## config.mk

```make
export PLATFORM = sky130hd
export DESIGN_NAME = index_frame_decoder
export DESIGN_NICKNAME = d
export VERILOG_FILES = /design/src/rtl/index_frame_decoder_pkg.sv /design/src/rtl/index_frame_decoder_sat_counter.sv /design/src/rtl/index_frame_decoder.sv
export SDC_FILE = /design/constraint.sdc
export NUM_CORES = 1
export LEC_CHECK = 0
export ABC_AREA = 1
export CORE_MARGIN = 5
export CORE_UTILIZATION = 40
export CTS_CLUSTER_DIAMETER = 50
export DETAILED_ROUTE_END_ITERATION = 7
export PLACE_DENSITY = 0.67
export SETUP_SLACK_MARGIN = 0.3
export SYNTH_ARGS = -nofsm -noshare
export SYNTH_HDL_FRONTEND = slang
export SYNTH_SLANG_ARGS = --single-unit
```

## constraint.sdc

```tcl
create_clock -name clk -period 1.45 [get_ports clk]
set_input_delay 0.2175 -clock clk [delete_from_list [all_inputs] [get_ports clk]]
set_output_delay 0.2175 -clock clk [all_outputs]
set_load 0.01 [all_outputs]
```

## src/rtl/index_frame_decoder_pkg.sv

```systemverilog
// Shared configuration for the index frame decoder: frame field positions,
// addressing and timing defaults, and the decoder state encoding.
package index_frame_decoder_pkg;

    localparam int unsigned NUM_OF_MODULES = 8;

    localparam int unsigned ID_W    = 4;
    localparam int unsigned INDEX_W = 12;

    // Byte 1 = {id, index[11:8]}, byte 2 = index[7:0]
    localparam int unsigned ID_MSB = 7;
    localparam int unsigned ID_LSB = 4;
    localparam int unsigned HI_MSB = 3;
    localparam int unsigned HI_LSB = 0;

    localparam logic [ID_W-1:0] DEF_BROADCAST_ID = 4'hF;
    localparam int unsigned     DEF_TABLE_LEN    = 3600;
    localparam int unsigned     DEF_BYTE_TIMEOUT = 2400;
    localparam int unsigned     DEF_WATCHDOG     = 240000;

    typedef enum logic [1:0] {
        S_WAIT_HI,
        S_WAIT_LO,
        S_DROP
    } state_t;

    function automatic logic id_accepted(input logic [ID_W-1:0] id,
                                         input logic [ID_W-1:0] module_id,
                                         input logic [ID_W-1:0] broadcast_id);
        return (id == module_id) || (id == broadcast_id);
    endfunction

endpackage

```

## src/rtl/index_frame_decoder_sat_counter.sv

```systemverilog
// Up-counter with synchronous clear that holds at MAX instead of wrapping.
module sat_counter #(
    parameter int unsigned WIDTH = 8,
    parameter int unsigned MAX   = 255
) (
    input  logic             clk,
    input  logic             reset,
    input  logic             clear,
    input  logic             enable,
    output logic [WIDTH-1:0] count
);

    localparam logic [WIDTH-1:0] LIMIT = WIDTH'(MAX);

    always_ff @(posedge clk or negedge reset) begin
        if (!reset) begin
            count <= '0;
        end else if (clear) begin
            count <= '0;
        end else if (enable && (count != LIMIT)) begin
            count <= count + WIDTH'(1);
        end
    end

endmodule

```

## src/rtl/index_frame_decoder.sv

```systemverilog
// Decodes two-byte {id, index} frames from a UART into a sine-table index,
// with inter-byte timeout, error counting and a drive-inhibit watchdog.
module index_frame_decoder
    import index_frame_decoder_pkg::*;
#(
    parameter logic [ID_W-1:0] MODULE_ID    = 4'h1,
    parameter logic [ID_W-1:0] BROADCAST_ID = DEF_BROADCAST_ID,
    parameter int unsigned     TABLE_LEN    = DEF_TABLE_LEN,
    parameter int unsigned     BYTE_TIMEOUT = DEF_BYTE_TIMEOUT,
    parameter int unsigned     WATCHDOG     = DEF_WATCHDOG
) (
    input  logic               clk,
    input  logic               reset,
    input  logic [7:0]         rx_data,
    input  logic               rx_done,
    input  logic               parity_error,
    output logic [INDEX_W-1:0] sin_index,
    output logic               index_valid,
    output logic               frame_error,
    output logic [7:0]         error_count,
    output logic               inhibit
);

    localparam int unsigned TO_W = $clog2(BYTE_TIMEOUT + 1);
    localparam int unsigned WD_W = $clog2(WATCHDOG + 1);

    localparam logic [INDEX_W:0] TABLE_LIMIT  = (INDEX_W + 1)'(TABLE_LEN);
    localparam logic [TO_W-1:0]  TIMEOUT_LIM  = TO_W'(BYTE_TIMEOUT);
    localparam logic [WD_W-1:0]  WATCHDOG_LIM = WD_W'(WATCHDOG);

    state_t             state;
    logic [ID_W-1:0]    id_q;
    logic [3:0]         hi_q;
    logic [TO_W-1:0]    to_count;
    logic [WD_W-1:0]    wd_count;
    logic               wd_armed;
    logic [INDEX_W-1:0] frame_index;
    logic               in_range;
    logic               timeout_hit;

    assign frame_index = {hi_q, rx_data};
    assign in_range    = ({1'b0, frame_index} < TABLE_LIMIT);
    assign timeout_hit = (state == S_WAIT_LO) && !rx_done && (to_count == TIMEOUT_LIM);

    always_ff @(posedge clk or negedge reset) begin
        if (!reset) begin
            state       <= S_WAIT_HI;
            id_q        <= '0;
            hi_q        <= '0;
            sin_index   <= '0;
            index_valid <= 1'b0;
            frame_error <= 1'b0;
        end else begin
            index_valid <= 1'b0;
            frame_error <= 1'b0;
            case (state)
                S_WAIT_HI: begin
                    // A strobe arriving while the previous index is being
                    // published is a back-to-back byte; discard it.
                    if (rx_done) begin
                        if (index_valid) begin
                            state <= S_DROP;
                        end else if (parity_error) begin
                            frame_error <= 1'b1;
                        end else begin
                            id_q  <= rx_data[ID_MSB:ID_LSB];
                            hi_q  <= rx_data[HI_MSB:HI_LSB];
                            state <= S_WAIT_LO;
                        end
                    end
                end
                S_WAIT_LO: begin
                    if (rx_done) begin
                        state <= S_WAIT_HI;
                        if (parity_error) begin
                            frame_error <= 1'b1;
                        end else if (id_accepted(id_q, MODULE_ID, BROADCAST_ID)) begin
                            if (in_range) begin
                                sin_index   <= frame_index;
                                index_valid <= 1'b1;
                            end else begin
                                frame_error <= 1'b1;
                            end
                        end
                    end else if (timeout_hit) begin
                        frame_error <= 1'b1;
                        state       <= S_WAIT_HI;
                    end
                end
                S_DROP: begin
                    state <= S_WAIT_HI;
                end
                default: begin
                    state <= S_WAIT_HI;
                end
            endcase
        end
    end

    // Output stays inhibited from reset until the first good frame arrives.
    always_ff @(posedge clk or negedge reset) begin
        if (!reset) begin
            wd_armed <= 1'b0;
        end else if (index_valid) begin
            wd_armed <= 1'b1;
        end
    end

    assign inhibit = !index_valid && (!wd_armed || (wd_count == WATCHDOG_LIM));

    sat_counter #(
        .WIDTH (TO_W),
        .MAX   (BYTE_TIMEOUT)
    ) u_timeout (
        .clk    (clk),
        .reset  (reset),
        .clear  (state != S_WAIT_LO),
        .enable ((state == S_WAIT_LO) && !rx_done),
        .count  (to_count)
    );

    sat_counter #(
        .WIDTH (WD_W),
        .MAX   (WATCHDOG)
    ) u_watchdog (
        .clk    (clk),
        .reset  (reset),
        .clear  (index_valid),
        .enable (1'b1),
        .count  (wd_count)
    );

    sat_counter #(
        .WIDTH (8),
        .MAX   (255)
    ) u_errors (
        .clk    (clk),
        .reset  (reset),
        .clear  (1'b0),
        .enable (frame_error),
        .count  (error_count)
    );

endmodule

```

==> results.md <==
* Status: complete, but fails checks
* Failing checks: negative setup slack
* CORE AREA at 0.00826 mm^2
* Cell leakage power at 0.00267 uW
* 1st-iter DRT viols at 170
* Hold slack at 0.410 ns
* Setup ws final at -0.309 ns
* Unrepaired setup endpoints after global routing: yes
* Crit. End Element: register
* Synth warn at 0
* Final core utilization at 66.0%
* Die X at 102 um
* CP required at 1.69 ns
* Hold Fails Final Rpt at 0
* Finish-stage setup viols at 3
* Pin count of the biggest net entering global routing at 64
* Arr. time, crit path at 2.00 ns
* CTS Buffer Depth at 2
* Total wire length at 9960 um
* Worst skew pair latency at 0.35 ns
* Register bit total from synthesis at 63
* DRC errors left at 0
* CTS tree: yes
* Vias post-DR at 3557
* Rel. slew slack at 76.9%
* Tmin final at 1.76 ns
* Antenna-violating nets left at 0
* Clock root cell: clkbuf_8
* Cts bufs inserted at 9
* Least-Margin Pin Slew at 0.346 ns
* Most common cell after layout, fill and taps aside: nand2_1
* Core Rows at 33
* Setup Crit Path Kind: reg2reg
* Io pins at 35
* Die area at 0.0105 mm^2
* Power per cell area at 1280 mW/mm^2
* H-tree levels at 3
* Met3 Use GR at 4.85%
* Max Fanout on Critical Path at 2
* Busiest metal layer after global routing: met2
* Grt total ovfl at 0
* Max cap viols at 0
* Post-synthesis instance area at 0.00342 mm^2
* RD Place Congestion at 0.863
* # nets final at 603
* Starting Density at 41.4%
* Worst Setup Start Kind: register
* Overall global routing resource usage at 18.9%
* CTS clk-pin slew, worst paths at 0.08 ns
* Final Skew at 0.0117 ns
* Final worst-path cycle share at 121%
* Port Buffer Count at 34
* GR Layer Usage met1 at 23.7%
* Setup TNS at -0.604 ns
* Dpl hpwl at 5660 um
* Net count after synthesis at 462
* Hold Crit Class: in2async
* Wire per inst at 14.3 um
* Met2 global-route usage at 31.3%
* Sequential area share after synthesis at 46.1%
* Clock sink total at 63
* Max-slew violations at 0
* Cells after synthesis at 445
* VDD IR-drop max at 676 uV
* TritonRoute pass-1 iters at 4
* Count of different cell masters after synthesis at 30
* Fraction of layout cells with a size suffix above 1 at 50.3%
* Die Ht at 102 um
* First-pass GRT wire length at 15700 um
* Vias per inst at 5.11
* Fmax at 568 MHz
* Post-synthesis average cell area at 7.69 um^2
* Area Overhead vs Synth at 59.3%
* Diode count at 0
* Vias in the first global route at 3570
* Initial antenna violation count at 0
* Most frequent cells in the layout: 91 x nand2_1, 66 x buf_4, 60 x dfrtp_1, 40 x nand2_2, 38 x buf_6
## power by group
group	switching, uW	internal, uW	total (uW)	leakage [uW]
sequential	243	2120	2370	0.000821
clock	796	812	1610	0.000101
combinational	1510	1510	3020	0.00175
total	2550	4450	6990	0.00267
## state kept, by name, indices dropped and copies added, names as in the netlist, 2 cells and up
name,count
hi_q,4
sin_index,12
u_errors.count,8
u_timeout.count,12
state,2
u_watchdog.count,18
id_q,4
## cell usage after synthesis, drive strengths merged
| cell | count | area, um^2 |
|---|---|---|
| buf | 7 | 56.3 |
| xnor2 | 3 | 26.3 |
| inv | 49 | 184 |
| o21ai | 28 | 155 |
| ha | 5 | 62.6 |
| a22oi | 1 | 7.51 |
| nor3 | 10 | 55.1 |
| nand3b | 2 | 15.0 |
| nand3 | 37 | 205 |
| clkbuf | 3 | 11.3 |
| nand2 | 145 | 567 |
| nor2 | 56 | 235 |
| xor2 | 10 | 87.6 |
| mux2 | 4 | 48.8 |
| nand4 | 13 | 81.3 |
| a21oi | 8 | 40.0 |
| or2 | 1 | 6.26 |
| dfrtp | 63 | 1580 |
## routing by layer
| metal | up-vias | part of all wire, % | routed length, um |
|---|---|---|---|
| met2 | 85 | 53 | 5230 |
| met5 | - | 0 | 0 |
| met3 | 23 | 4.6 | 455 |
| met1 | 1743 | 41 | 4060 |
| met4 | 0 | 2.1 | 209 |
| li1 | 1706 | - | - |
## cell type report
cell class              instances  area (um^2)
flip-flops and latches         63         1580
well taps                     105          131
clock buffers                   9          124
inverters                      49          196
multi-input cells             324         2140
repair buffers                139         1200
fillers                       658         2810
clock inverters                 7         77.6
## path summary, 6_finish.rpt
check / startpoint / end / slack (ns) / cells after the start
max reg2reg: u_watchdog.count[0]$_DFFE_PN0P_ / u_watchdog.count[0]$_DFFE_PN0P_ / -0.31 / 13
min in group clk: rx_data[3] / sin_index[3]$_DFFE_PN0P_ / 0.45 / 3
min: reset / u_watchdog.count[14]$_DFFE_PN0P_ / 0.41 / 3
max: u_watchdog.count[0]$_DFFE_PN0P_ / u_watchdog.count[0]$_DFFE_PN0P_ / -0.31 / 13
min reg2reg: sin_index[7]$_DFFE_PN0P_ / sin_index[7]$_DFFE_PN0P_ / 0.48 / 2
max in group asynchronous: reset / u_timeout.count[2]$_DFFE_PN0P_ / 0.74 / 3
## stage by stage
stage | total power (uW) | cells | cell area [um^2] | setup slack [ns]
2_1_floorplan | 3320 | 445 | 3450 | 0.0524
3_3_place_gp | 4230 | 626 | 4250 | -0.332
3_5_place_dp | 4290 | 626 | 4250 | -0.384
4_1_cts | 6400 | 681 | 5040 | -0.306
5_1_grt | 7400 | 696 | 5450 | -0.386
6_report | 6990 | 696 | 5450 | -0.309
## worst max-delay path: stages (launching register included)
cell and delay [ns]:
dfrtp_1 0.37, inv_2 0.06, buf_4 0.13, buf_6 0.10
buf_4 0.12, buf_4 0.12, buf_4 0.13, buf_6 0.11
buf_6 0.10, buf_4 0.12, buf_6 0.10, buf_6 0.10
nand3_2 0.05, nand2_2 0.04
## cell families after synthesis
group                      Yosys count  synth area share, %
and+or+nand+nor                    264                 34.1
DFF                                 63                 46.1
buffers and inverters               59                 7.35
AOI/OAI and AO/OA                   37                 5.93
xor gates and xnor gates            13                 3.33
adders and majority gates            5                 1.83
muxes                                4                 1.43
## repair_timing
item                                   4_1_cts  5_1_grt
hold buffers                                 1        0
pin swaps                                   45       49
resized for setup                          223       84
setup buffers                               37       15
gates cloned                                 1        0
endpoints found under the hold margin       63        0
setup endpoints to repair                   85       75
(Power assumes the default switching activity.)
